## src/rtl/uart_rx.sv

```systemverilog
`default_nettype none
// ============================================================================
//  Module   : uart_rx
//  Purpose  : 8N1 UART receiver with 2-flop input synchronizer, mid-bit
//             sampling, glitch rejection on the start bit and frame-error
//             detection on the stop bit.
//  Ports    : i_clk       - system clock, rising-edge active
//             i_rst       - asynchronous active-high reset
//             i_serialRX  - asynchronous serial line, idle high, LSB first
//             o_data[7:0] - last correctly framed byte (held until next one)
//             o_done      - one-cycle pulse, o_data has just been updated
//             o_busy      - high while a frame is in progress
//             o_frameErr  - one-cycle pulse, stop bit was sampled low
//  Revision : 1.0 - initial release
// ============================================================================
module uart_rx #(
    parameter int CLKS_PER_BIT = 10417
) (
    input  logic       i_clk,
    input  logic       i_rst,
    input  logic       i_serialRX,
    output logic [7:0] o_data,
    output logic       o_done,
    output logic       o_busy,
    output logic       o_frameErr
);

    localparam logic [2:0] S_IDLE      = 3'd0;
    localparam logic [2:0] S_START     = 3'd1;
    localparam logic [2:0] S_DATA      = 3'd2;
    localparam logic [2:0] S_STOP      = 3'd3;
    localparam logic [2:0] S_WAIT_IDLE = 3'd4;

    // Counter compare points: half a bit to reach the middle of the start
    // bit, then whole bits so every later sample also lands mid-bit.
    localparam logic [15:0] C_HALF_LAST = 16'(CLKS_PER_BIT / 2 - 1);
    localparam logic [15:0] C_BIT_LAST  = 16'(CLKS_PER_BIT - 1);

    logic        r_sync_meta;
    logic        r_rx_s;
    logic [2:0]  r_state;
    logic [2:0]  w_next_state;
    logic [15:0] r_cnt;
    logic [2:0]  r_idx;
    logic [7:0]  r_shift;

    logic w_half_hit;
    logic w_bit_hit;
    logic w_cnt_clear;
    logic w_sample_data;
    logic w_good_stop;
    logic w_bad_stop;

    assign w_half_hit = (r_cnt == C_HALF_LAST);
    assign w_bit_hit  = (r_cnt == C_BIT_LAST);

    // Synchronizer flops reset high so a reset never looks like a start bit
    // unless the line really is low.
    always_ff @(posedge i_clk or posedge i_rst) begin
        if (i_rst) begin
            r_sync_meta <= 1'b1;
            r_rx_s      <= 1'b1;
        end else begin
            r_sync_meta <= i_serialRX;
            r_rx_s      <= r_sync_meta;
        end
    end

    // State register
    always_ff @(posedge i_clk or posedge i_rst) begin
        if (i_rst) begin
            r_state <= S_IDLE;
        end else begin
            r_state <= w_next_state;
        end
    end

    // Next-state logic
    always_comb begin
        w_next_state = r_state;
        case (r_state)
            S_IDLE: begin
                if (!r_rx_s) w_next_state = S_START;
            end
            S_START: begin
                // A line that is high again at mid start bit was a glitch.
                if (w_half_hit) w_next_state = r_rx_s ? S_IDLE : S_DATA;
            end
            S_DATA: begin
                if (w_bit_hit && (r_idx == 3'd7)) w_next_state = S_STOP;
            end
            S_STOP: begin
                if (w_bit_hit) w_next_state = r_rx_s ? S_IDLE : S_WAIT_IDLE;
            end
            S_WAIT_IDLE: begin
                // Break / stuck-low line: wait for idle before hunting again.
                if (r_rx_s) w_next_state = S_IDLE;
            end
            default: w_next_state = S_IDLE;
        endcase
    end

    // Output / datapath control decode
    always_comb begin
        w_cnt_clear   = 1'b0;
        w_sample_data = 1'b0;
        w_good_stop   = 1'b0;
        w_bad_stop    = 1'b0;
        case (r_state)
            S_IDLE:      w_cnt_clear = 1'b1;
            S_START:     w_cnt_clear = w_half_hit;
            S_DATA: begin
                w_cnt_clear   = w_bit_hit;
                w_sample_data = w_bit_hit;
            end
            S_STOP: begin
                w_cnt_clear = w_bit_hit;
                w_good_stop = w_bit_hit &&  r_rx_s;
                w_bad_stop  = w_bit_hit && !r_rx_s;
            end
            S_WAIT_IDLE: w_cnt_clear = 1'b1;
            default:     w_cnt_clear = 1'b1;
        endcase
    end

    // Datapath and registered outputs. o_busy follows the next state so it
    // is already low in the cycle o_done is high after a good stop bit.
    always_ff @(posedge i_clk or posedge i_rst) begin
        if (i_rst) begin
            r_cnt      <= 16'd0;
            r_idx      <= 3'd0;
            r_shift    <= 8'h00;
            o_data     <= 8'h00;
            o_done     <= 1'b0;
            o_busy     <= 1'b0;
            o_frameErr <= 1'b0;
        end else begin
            r_cnt <= w_cnt_clear ? 16'd0 : r_cnt + 16'd1;

            if (r_state == S_START) begin
                r_idx <= 3'd0;
            end else if (w_sample_data) begin
                r_idx <= r_idx + 3'd1;
            end

            if (w_sample_data) begin
                r_shift[r_idx] <= r_rx_s;
            end

            if (w_good_stop) begin
                o_data <= r_shift;
            end

            o_done     <= w_good_stop;
            o_frameErr <= w_bad_stop;
            o_busy     <= (w_next_state != S_IDLE);
        end
    end

endmodule
`default_nettype wire

```

## config.mk

```make
export PLATFORM = sky130hd
export DESIGN_NAME = uart_rx
export DESIGN_NICKNAME = d
export VERILOG_FILES = /design/src/rtl/uart_rx.sv
export SDC_FILE = /design/constraint.sdc
export NUM_CORES = 1
export LEC_CHECK = 0
export CELL_PAD_IN_SITES_DETAIL_PLACEMENT = 0
export CELL_PAD_IN_SITES_GLOBAL_PLACEMENT = 1
export CORE_ASPECT_RATIO = 0.7
export CORE_MARGIN = 10
export CORE_UTILIZATION = 40
export CTS_BUF_LIST = sky130_fd_sc_hd__clkbuf_8 sky130_fd_sc_hd__clkbuf_16
export DETAILED_ROUTE_END_ITERATION = 10
export PLACE_DENSITY = 0.74
export SLEW_MARGIN = 20
export SYNTH_ARGS = -nofsm -noshare
export SYNTH_HDL_FRONTEND = slang
export SYNTH_SLANG_ARGS = --single-unit
```

## constraint.sdc

```tcl
create_clock -name i_clk -period 1.9 [get_ports i_clk]
set_input_delay 0.38 -clock i_clk [delete_from_list [all_inputs] [get_ports i_clk]]
set_output_delay 0.38 -clock i_clk [all_outputs]
set_load 0.005 [all_outputs]
```

==> results.md, run 1 <==
- Synth Instances: 195
- First-pass GRT wire length: 7760 um
- Detailed placement HPWL: 3200 um
- Post-synth EDFFs: 0
- Xor-xnor portion of the synthesized cell area: 5.92%
- TritonRoute pass-1 iters: 5
- Worst R2R End: o_busy$_DFF_PP0_
- WS Path Type: reg -> reg
- Clock sinks: 43
- Synth warnings: 0
- RSZ-0062 raised after global routing: yes
- Share of cells above drive strength 1: 36.0%
- Nets: 245
- Gr usage total: 11.1%
- Post-synthesis register bit count: 43
- Fin. max-slew vios: 0
- Clock root cell: clkbuf_8
- Worst Path Required: 2070 ps
- Cell Pwr Density: 646 nW/um^2
- Final instance area: 2780 sq um
- Final setup violation count: 3
- Synth Area in Adders: 2.42%
- Ys flop type: dfrtp_1
- Area contributors post-synth: dfrtp_1 50%, mux2_2 8.7%, xor2_1 4.2%, nor2_1 4.2%, nand2_1 3.4%
- Synth top area share: 49.5%
- Routed vias/inst: 5.14
- Most instantiated library cell after synthesis: dfrtp_1
- Endpoints failing hold: 0
- Grt ovf: 0
- Max VDD drop: 419 uV
- Post-synth ARST share: 100%
- Skew-Pair Late Insertion Delay: 290 ps
- Status: finished, violations left
- CP Capture Type: register
- Max frequency: 503 MHz
- Leak Pwr: 1.28 nW
- Final period util: 105%
- Final worst setup slack: -88.4 ps
- Main combinational cell family by area after synthesis: simple AND/OR/NAND/NOR gates
- Initial antenna violation count: 0
- Detailed-route via count: 1584
- Startpoint Class: register
- Hold path depth: 0
- Rel. slew slack: 71.3%
- Clock transition at path regs: 80 ps
- Syn Nets: 202
- Hold worst-path end: r_rx_s$_DFF_PP1_
- R2R Setup Slk: -90 ps
- Mux contribution to synthesized area: 8.70%
- Synth Area in Compound Gates: 3.93%
- I/O pin count: 14
- Chip Height: 80.2 um
- Worst-margin pin slew: 430 ps
- Largest net degree at the start of global routing: 44
- Failing checks: negative setup slack
- Area growth syn-to-layout: 34.0%
- Post-synth top cells: 41 x dfrtp_1, 23 x nor2_1, 19 x nand2_1
- Clock Tree Buf Depth: 2
- Final wirelength: 4810 um
- Hold Path Class: reg -> reg
- CTS Buf Count: 5
- Clock Skew: 2.94 ps
- CTS tree: built
- Vias in the first global route: 1627
- Core box area: 4890 sq um
- Die footprint: 8500 sq um
- Residual DRC: 0
- Diode count: 0
- H-tree depth: 2
- Mean post-synth cell area: 10.6 sq um
- Dpl cell area: 2470 sq um
- Synth area leader: dfrtp_1
- Iter 0 DRT Violations: 123
- End-of-flow core utilization: 56.8%
- Area share of and/or/nand/nor cells after synthesis: 24.0%
- CTS Hold Bufs: 0
- FF-to-FF Start: r_cnt[0]$_DFF_PP0_
- Row count: 21
- Final worst path period need: 1990 ps
- Placer Congestion: 0.809
- Cell Area, Synth: 2070 sq um
- Register-to-Register Path Depth: 8
- Hold Crit Start: r_sync_meta$_DFF_PP1_
- Sequential fraction of the synthesis area: 52.1%
- Max-capacitance violation count: 0
- Routed Antenna Nets: 0
- Avg WL per Cell: 15.6 um
- Cell variety after synth: 37
- Starting density of the core: 42.4%
- Die width: 106 um
- Crit-path max FO: 8
- IO buf count: 13
- Worst EP arrival: 2150 ps
## critical path, cell delays in order, from the launching register on
cell and delay (ps):
dfrtp_1 410, inv_2 90, ha_4 140, and4bb_2 210, nand4_1 100, buf_6 170
o21ai_2 140, nand2_2 70, or4_4 530
## flip-flops by register name, summed over array words and instances (netlist names)
name         flops
r_rx_s           1
o_done           1
o_data           8
r_idx            3
r_cnt           16
r_shift          8
r_sync_meta      1
o_busy           1
r_state          3
o_frameErr       1
## layout by cell type, fill, tap and decap left out, drive strengths merged, types with 3 or more instances in the layout
cell type,synthesis,layout
a21oi,4,4
and3,3,3
buf,5,31
clkbuf,4,6
clkdlybuf4s50,0,13
dfrtp,41,41
ha,4,4
inv,5,5
mux2,16,16
nand2,19,19
nand2b,4,4
nand3,11,11
nand4,6,6
nor2,24,24
nor3,6,6
nor3b,4,4
o21ai,4,4
xnor2,4,4
xor2,10,10
## routing by layer
metal | global-route usage (%) | part of all wire (%) | up-vias
met1 | 14.3 | 49 | 780
met2 | 17.5 | 46 | 35
li1 | - | - | 763
met3 | 3.27 | 4.3 | 6
met4 | 3.50 | 0.89 | 0
met5 | 0 | 0 | -
## worst max path at each step
| stage | end | start | slack, ps |
|---|---|---|---|
| 6_report | o_busy$_DFF_PP0_ | r_cnt[0]$_DFF_PP0_ | -90 |
| 5_1_grt | o_busy$_DFF_PP0_ | r_cnt[0]$_DFF_PP0_ | -170 |
| 4_1_cts | o_busy$_DFF_PP0_ | r_cnt[0]$_DFF_PP0_ | -10 |
| 3_5_place_dp | o_busy$_DFF_PP0_ | r_cnt[0]$_DFF_PP0_ | -120 |
| 3_3_place_gp | o_busy$_DFF_PP0_ | r_cnt[0]$_DFF_PP0_ | -90 |
| 2_1_floorplan | o_data[0]$_DFFE_PP0P_ | r_cnt[0]$_DFF_PP0_ | 50 |
## stage by stage
step / total power [W] / setup WS [ps] / instances / TNS, ps / hold WS (ps)
after floorplan: 0.000955 / 53.1 / 195 / 0 / 345
after global placement: 0.000971 / -88.5 / 293 / -88.5 / 349
after detailed placement: 0.000973 / -122 / 293 / -167 / 350
after CTS: 0.00181 / -11.8 / 304 / -11.8 / 364
after global routing: 0.00186 / -170 / 308 / -2180 / 368
final: 0.00179 / -88.4 / 308 / -162 / 363
## power breakdown
part	leakage (nW)	total, W	internal (W)	switching (W)
combinational	0.643	0.0000317	0.0000101	0.0000216
sequential	0.574	0.000922	0.000918	0.00000345
clock	0.0644	0.000839	0.000524	0.000315
## final cells by class
type / instances / area [sq um]
Fill cell: 418 / 2110
Sequential cell: 43 / 1080
Multi-Input combinational cell: 138 / 1030
Timing Repair Buffer: 45 / 429
Tap cell: 69 / 86.3
Clock buffer: 5 / 68.8
Clock inverter: 3 / 67.6
Inverter: 5 / 18.8
## what timing repair did
item	CTS	global route
setup buffers	3	3
endpoints found under the setup margin	4	25
pin swaps	3	9
gates cloned	0	1
resized for setup	7	20
## cell families after synthesis
group / Yosys count
compound gates: 13
mux: 16
simple gates: 91
flops: 43
xor+xnor: 14
buf+inv: 14
fa+ha+maj: 4
Note: power is estimated with default switching activity, not from simulation.
==> inputs of run 2 (changes only) <==
--- a/config.mk
+++ b/config.mk
@@ -13,7 +13,6 @@
 export CTS_BUF_LIST = sky130_fd_sc_hd__clkbuf_8 sky130_fd_sc_hd__clkbuf_16
 export DETAILED_ROUTE_END_ITERATION = 10
 export PLACE_DENSITY = 0.74
-export SLEW_MARGIN = 20
 export SYNTH_ARGS = -nofsm -noshare
 export SYNTH_HDL_FRONTEND = slang
 export SYNTH_SLANG_ARGS = --single-unit
==> results of run 2 <==
No change in the layout: final DEF, timing and power equal those of run 1.
